**config.mk**
```make
export PLATFORM = sky130hd
export DESIGN_NAME = mem_ctrl
export DESIGN_NICKNAME = d
export VERILOG_FILES = /design/src/rtl/mem_ctrl.sv
export SDC_FILE = /design/constraint.sdc
export NUM_CORES = 1
export LEC_CHECK = 0
export ABC_AREA = 1
export ABC_CLOCK_PERIOD_IN_PS = 3800
export BUFFER_PORTS_ARGS = -buffer_cell sky130_fd_sc_hd__buf_2
export CORE_MARGIN = 3
export CORE_UTILIZATION = 54
export DETAILED_ROUTE_END_ITERATION = 8
export GPL_ROUTABILITY_DRIVEN = 0
export PLACE_DENSITY = 0.81
export SLEW_MARGIN = 5
export SYNTH_ARGS = -nofsm -noshare
export SYNTH_HDL_FRONTEND = slang
export SYNTH_SLANG_ARGS = --single-unit
```
**constraint.sdc**
```tcl
create_clock -name clk -period 3.8 [get_ports clk]
set_clock_uncertainty 0.15 [all_clocks]
set_input_delay 0.57 -clock clk [delete_from_list [all_inputs] [get_ports clk]]
set_output_delay 0.57 -clock clk [all_outputs]
set_load 0.03 [all_outputs]
```
**src/rtl/mem_ctrl.sv**
```systemverilog
// mem_ctrl: single-port byte-wide RAM controller shared by instruction fetch
// (IF) and the memory-access stage (MA). Each 8/16/32-bit request is split
// into little-endian byte cycles. Loads return sign- or zero-extended data.
//
// Ports
//   clk, rst            clock, synchronous active-high reset
//   rdy                 global ready; low freezes the controller and the RAM
//   if_re/if_addr       IF word fetch request
//   if_rdata/if_busy    fetched word / IF stall
//   ma_re/ma_we         MA load / store request (store wins)
//   ma_width            000 B, 001 H, 010 W, 100 BU, 101 HU, others W
//   ma_addr/ma_wdata    MA byte address / store data
//   ma_rdata/ma_busy    extended load data / MA stall
//   mem_din             RAM read data, one cycle after its address
//   mem_dout/mem_a      RAM write data / byte address
//   mem_wr              RAM write strobe
module mem_ctrl #(
    parameter int unsigned ADDR_W = 17
) (
    input  logic              clk,
    input  logic              rst,
    input  logic              rdy,
    input  logic              if_re,
    input  logic [31:0]       if_addr,
    output logic [31:0]       if_rdata,
    output logic              if_busy,
    input  logic              ma_re,
    input  logic              ma_we,
    input  logic [2:0]        ma_width,
    input  logic [31:0]       ma_addr,
    input  logic [31:0]       ma_wdata,
    output logic [31:0]       ma_rdata,
    output logic              ma_busy,
    input  logic [7:0]        mem_din,
    output logic [7:0]        mem_dout,
    output logic [ADDR_W-1:0] mem_a,
    output logic              mem_wr
);

    typedef enum logic [1:0] {
        S_IDLE   = 2'd0,
        S_ACCESS = 2'd1,
        S_WAIT   = 2'd2,
        S_DONE   = 2'd3
    } state_e;

    localparam logic [2:0] W_B  = 3'b000;
    localparam logic [2:0] W_H  = 3'b001;
    localparam logic [2:0] W_W  = 3'b010;
    localparam logic [2:0] W_BU = 3'b100;
    localparam logic [2:0] W_HU = 3'b101;

    localparam logic OWN_IF = 1'b0;
    localparam logic OWN_MA = 1'b1;

    // Index of the final byte of a transfer (transfer length minus one).
    function automatic logic [1:0] last_idx(input logic [2:0] w);
        case (w)
            W_B, W_BU: last_idx = 2'd0;
            W_H, W_HU: last_idx = 2'd1;
            default:   last_idx = 2'd3;
        endcase
    endfunction

    state_e              state_q, state_d;
    logic [1:0]          cnt_q, cnt_d;
    logic                owner_q, owner_d;
    logic                we_q, we_d;
    logic [2:0]          width_q, width_d;
    logic [ADDR_W-1:0]   addr_q, addr_d;
    logic [31:0]         wdata_q, wdata_d;
    logic [31:0]         if_rdata_q, if_rdata_d;
    logic [31:0]         ma_rdata_q, ma_rdata_d;
    logic [ADDR_W-1:0]   mem_a_q, mem_a_d;
    logic [7:0]          mem_dout_q, mem_dout_d;
    logic                mem_wr_q, mem_wr_d;

    logic                ma_req;
    logic [1:0]          last_q;
    logic                is_last;
    logic                cap_en;
    logic [1:0]          cap_idx;
    logic [31:0]         cap_word;
    logic                unused_addr_hi;

    assign ma_req  = ma_re | ma_we;
    assign last_q  = last_idx(width_q);
    assign is_last = (cnt_q == last_q);

    // Only the low ADDR_W address bits reach the RAM.
    assign unused_addr_hi = ^{if_addr[31:ADDR_W], ma_addr[31:ADDR_W]};

    // State register.
    always_ff @(posedge clk) begin
        if (rst) begin
            state_q <= S_IDLE;
        end else begin
            state_q <= state_d;
        end
    end

    // Next-state logic; rdy low freezes the sequence.
    always_comb begin
        state_d = state_q;
        if (rdy) begin
            case (state_q)
                S_IDLE:   if (ma_req || if_re) state_d = S_ACCESS;
                S_ACCESS: if (is_last)         state_d = we_q ? S_DONE : S_WAIT;
                S_WAIT:   state_d = S_DONE;
                S_DONE:   state_d = S_IDLE;
                default:  state_d = S_IDLE;
            endcase
        end
    end

    // Read byte arriving this cycle belongs to the address issued last cycle.
    always_comb begin
        cap_en  = !we_q && ((state_q == S_ACCESS && cnt_q != 2'd0) || state_q == S_WAIT);
        cap_idx = (state_q == S_WAIT) ? last_q : (cnt_q - 2'd1);
    end

    // Owner's rdata with the incoming byte merged; the final byte applies extension.
    always_comb begin
        cap_word = (owner_q == OWN_MA) ? ma_rdata_q : if_rdata_q;
        cap_word[{cap_idx, 3'b000} +: 8] = mem_din;
        if (state_q == S_WAIT) begin
            case (width_q)
                W_B:     cap_word = {{24{mem_din[7]}}, mem_din};
                W_BU:    cap_word = {24'd0, mem_din};
                W_H:     cap_word = {{16{mem_din[7]}}, cap_word[15:0]};
                W_HU:    cap_word = {16'd0, cap_word[15:0]};
                default: cap_word = cap_word;
            endcase
        end
    end

    // Output / datapath next values: request latch, byte counter, RAM port, rdata.
    always_comb begin
        cnt_d      = cnt_q;
        owner_d    = owner_q;
        we_d       = we_q;
        width_d    = width_q;
        addr_d     = addr_q;
        wdata_d    = wdata_q;
        if_rdata_d = if_rdata_q;
        ma_rdata_d = ma_rdata_q;
        mem_a_d    = mem_a_q;
        mem_dout_d = mem_dout_q;
        mem_wr_d   = mem_wr_q;

        if (rdy) begin
            if (state_q == S_IDLE) begin
                // MA has fixed priority over IF.
                if (ma_req) begin
                    owner_d = OWN_MA;
                    we_d    = ma_we;
                    width_d = ma_width;
                    addr_d  = ma_addr[ADDR_W-1:0];
                    wdata_d = ma_wdata;
                    cnt_d   = 2'd0;
                end else if (if_re) begin
                    owner_d = OWN_IF;
                    we_d    = 1'b0;
                    width_d = W_W;
                    addr_d  = if_addr[ADDR_W-1:0];
                    cnt_d   = 2'd0;
                end
            end else if (state_q == S_ACCESS && !is_last) begin
                cnt_d = cnt_q + 2'd1;
            end

            if (cap_en) begin
                if (owner_q == OWN_MA) begin
                    ma_rdata_d = cap_word;
                end else begin
                    if_rdata_d = cap_word;
                end
            end

            // RAM port is registered: present next cycle's byte address/data now.
            mem_wr_d = (state_d == S_ACCESS) && we_d;
            if (state_d == S_ACCESS) begin
                mem_a_d    = addr_d + ADDR_W'(cnt_d);
                mem_dout_d = wdata_d[{cnt_d, 3'b000} +: 8];
            end
        end
    end

    // Datapath registers.
    always_ff @(posedge clk) begin
        if (rst) begin
            cnt_q      <= 2'd0;
            owner_q    <= OWN_IF;
            we_q       <= 1'b0;
            width_q    <= W_W;
            addr_q     <= '0;
            wdata_q    <= 32'd0;
            if_rdata_q <= 32'd0;
            ma_rdata_q <= 32'd0;
            mem_a_q    <= '0;
            mem_dout_q <= 8'd0;
            mem_wr_q   <= 1'b0;
        end else begin
            cnt_q      <= cnt_d;
            owner_q    <= owner_d;
            we_q       <= we_d;
            width_q    <= width_d;
            addr_q     <= addr_d;
            wdata_q    <= wdata_d;
            if_rdata_q <= if_rdata_d;
            ma_rdata_q <= ma_rdata_d;
            mem_a_q    <= mem_a_d;
            mem_dout_q <= mem_dout_d;
            mem_wr_q   <= mem_wr_d;
        end
    end

    // Strobe is held across a stall but must never reach the RAM while rdy is low.
    assign mem_wr   = mem_wr_q & rdy;
    assign mem_a    = mem_a_q;
    assign mem_dout = mem_dout_q;
    assign if_rdata = if_rdata_q;
    assign ma_rdata = ma_rdata_q;

    // A requester stalls until the DONE cycle of its own transaction.
    assign if_busy = !rst && if_re  && !(state_q == S_DONE && owner_q == OWN_IF);
    assign ma_busy = !rst && ma_req && !(state_q == S_DONE && owner_q == OWN_MA);

endmodule

```
==> reports/results.tsv <==
stage	metric	value	unit
cts	Max clock buf depth	2	
global_routing	GR Util All Layers	27.1	%
critical_path	Startpoint Class	register	
synthesis	commonest cells in the netlist	nand2_1, inv_1, dfxtp_1	
detailed_routing	drt first pass iters	6	
cts	Skew-Pair Late Insertion Delay	0.43	ns
cts	clock sinks	148	
placement	Final HPWL DP	16400	µm
detailed_routing	DRT iter0 DRCs	906	
die	die height	131	µm
synthesis	sequential area share after synthesis	35.1	%
detailed_routing	Wirelength per Cell	13.8	µm
run	max_cap viols	0	
global_routing	M1 GR Usage	35.8	%
timing	unrepaired setup endpoints after global routing	no	
placement	Port Buffers	174	
timing	Hold Slack	0.240	ns
global_routing	total gr overflow	0	
synthesis	mapped cell area	0.00843	mm²
cts	post-CTS sizing	0	
critical_path	WP data required	3.98	ns
die	Initial Util	55.3	%
cts	CTS buffer count	17	
die	site row count	45	
synthesis	Synthesized Nets	1469	
pwr	maximum VDD drop	0.000326	V
timing	Final Hold Viols	0	
timing	final worst-path cycle share	87.6	%
die	IO Pins	205	
timing	Final WS setup	0.472	ns
timing	Worst-Margin Slew	1.00	ns
detailed_routing	Detail Route Antenna Nets	0	
synthesis	most common cell in the synthesized netlist	nand2_1	
layout	Syn-to-layout area delta	18.4	%
detailed_routing	vias per cell	5.20	
layout	ANT cells	0	
timing	Slew HR	33.2	%
synthesis	YS warnings	0	
run_status	outcome	complete, no violations	
global_routing	largest net degree at the start of global routing	89	
synthesis	Mean Syn Cell Area	6.25	µm²
global_routing	met3 Use GR	4.43	%
pwr	power density over the cells	423	mW/mm²
die	Die ar.	0.0172	mm²
synthesis	synth top area cells	dfxtp_1, nand2_1, inv_1	
cts	hold_buf cts	0	
critical_path	Crit path top cell by count	nand2_1	
die	chip width	131	µm
global_routing	GR Layer Usage met2	44.6	%
synthesis	number of synthesized flops with an enable pin	0	
timing	Slew Viols, Final	0	
global_routing	global-route wire length before repair	37300	µm
layout	nets@finish	1611	
critical_path	slowest stage delay, CP	0.46	ns
die	CORE AREA	0.0153	mm²
synthesis	Yosys cell types	37	
synthesis	Main synth FF type	dfxtp_1	
cts	H-tree levels	4	
detailed_routing	DRT Wirelength	23700	µm
synthesis	flops & latches, synth	148	
cts	CTS root buf	clkbuf_16	
critical_path	Critical Path Fanout Max	19	
timing	# setup viols final	0	
critical_path	CP max-delay cell	dfxtp_1	
critical_path	Critical Setup Path Class	reg -> reg	
global_routing	vias in the first global route	7865	
critical_path	cell chain of the critical path	nor2_2 > buf_4 > nand2_2 > nand2_1 > nor2_2 > nand2_2 > nand2_2 > ha_1 > inv_1 > fa_1 > inv_1 > nand3_1 > nor2_2 > nand2_1 > nor2_2 > nand2_1 > nand2_1 > nand3_1 > nand2_1 > inv_1	
detailed_routing	DRC Markers	0	
cts	Clock Pin Slew Worst Setup and Hold Paths	0.06	ns
placement	DP Worst Slack	0.447	ns
critical_path	flop2flop setup slack	0.47	ns
critical_path	WP data arrival	3.51	ns
layout	post-layout util	65.4	%
global_routing	busiest grt layer	met2	
layout	layout cells sized above 1	17.0	%
min_path	worst min path class	in -> reg	
pwr	Pleak	5.38	nW
detailed_routing	via count	8910	
cts	postcts setup bufs	0	
synthesis	top cell type's share of synthesized area	35.1	%
critical_path	kind of end point of the critical path	register	
global_routing	initial antenna violation count	0	
cts	CTS tree	yes	
timing	FMAX	0.300	GHz
timing	final setup TNS	0	ns
synthesis	FFs w/ async S/R, synth	0	%
timing	min cycle time layout	3.33	ns
synthesis	Post-Synthesis Cells	1349	
synthesis	largest area contributor in the netlist	dfxtp_1	
-- sequential cells by signal (all words and copies together) (netlist names), 2 cells and up --
signal    cells
addr_q       17
cnt_q         2
if_rdata     32
ma_rdata     32
mem_a        17
mem_dout      8
state_q       2
wdata_q      32
width_q       3
-- cell type report --
cell class / count / area (µm²)
fillers: 1455 / 5270
clock inverters: 9 / 105
flip-flops and latches: 148 / 2960
well taps: 211 / 264
clock buffers: 22 / 464
multi-input cells: 880 / 4230
inverters: 251 / 942
repair buffers: 193 / 1010
-- cell usage in the layout, fill, tap and decap left out, types with 2 or more instances in the layout --
master / n
nand2_1: 312
inv_1: 241
buf_2: 174
dfxtp_1: 148
nor2_1: 128
o21ai_0: 122
nand3_1: 91
a21oi_1: 77
a211oi_1: 28
o211ai_1: 22
buf_4: 19
o21ai_1: 17
clkbuf_16: 17
o21bai_1: 12
nor2_2: 11
nand2_2: 9
nand3b_1: 9
inv_2: 8
o21a_1: 8
ha_1: 6
xor2_1: 5
mux2i_1: 4
clkinv_2: 4
nand4_1: 3
o22ai_1: 3
clkbuf_1: 3
clkinv_1: 2
nand3_2: 2
a21o_1: 2
a221oi_1: 2
bufinv_16: 2
clkbuf_8: 2
clkinv_4: 2
-- per-layer routing --
layer	vias to the layer above	wire length, µm
li1	4527	-
met1	3972	10300
met2	365	11200
met3	46	1730
met4	0	536
met5	-	0
-- critical path: cells and delay by family (launching register included) --
family                     cells  cell delay, ns
buffers and inverters          4            0.39
adders and majority gates      2            0.56
and+or+nand+nor               14            1.66
DFF                            1            0.46
-- cell families (layout without fill, tap and decap cells) --
| kind of cell | count (synthesis) | count (layout) | share of synthesized area [%] |
|---|---|---|---|
| XOR/XNOR | 6 | 6 | 0.623 |
| AND/OR/NAND/NOR | 567 | 567 | 27.9 |
| multiplexers | 4 | 4 | 0.475 |
| AO/OA/AOI/OAI | 296 | 296 | 20.0 |
| buffers and inverters | 321 | 475 | 14.7 |
| adder cells (fa/ha/maj) | 7 | 7 | 1.13 |
| flip-flops | 148 | 148 | 35.1 |
-- metrics by stage --
stage               cell area [µm²]  std cells  power, mW
finish                         9990       1714       4.23
global route                   9990       1714       4.43
CTS                            9990       1714       4.24
detailed placement             9420       1683       2.60
global placement               9420       1683       2.59
floorplan                      8430       1349       2.36
-- power by group --
group	leakage, nW	switching, mW	internal [mW]
logic	3.89	0.609	0.287
registers	1.21	0.0454	1.65
clock network	0.280	0.647	0.994
total	5.38	1.30	2.93
-- path summary, 6_finish.rpt --
check | cells after the start | end | startpoint
worst min-delay path | 3 | wdata_q[31]$_SDFFE_PP0P_ | ma_wdata[31]
worst min register to register | 2 | addr_q[3]$_SDFFE_PP0P_ | addr_q[3]$_SDFFE_PP0P_
worst max-delay path | 20 | mem_a[10]$_SDFFE_PP0P_ | state_q[1]$_SDFF_PP0_
worst max register to register | 20 | mem_a[10]$_SDFFE_PP0P_ | state_q[1]$_SDFF_PP0_
(Power assumes the default switching activity.)
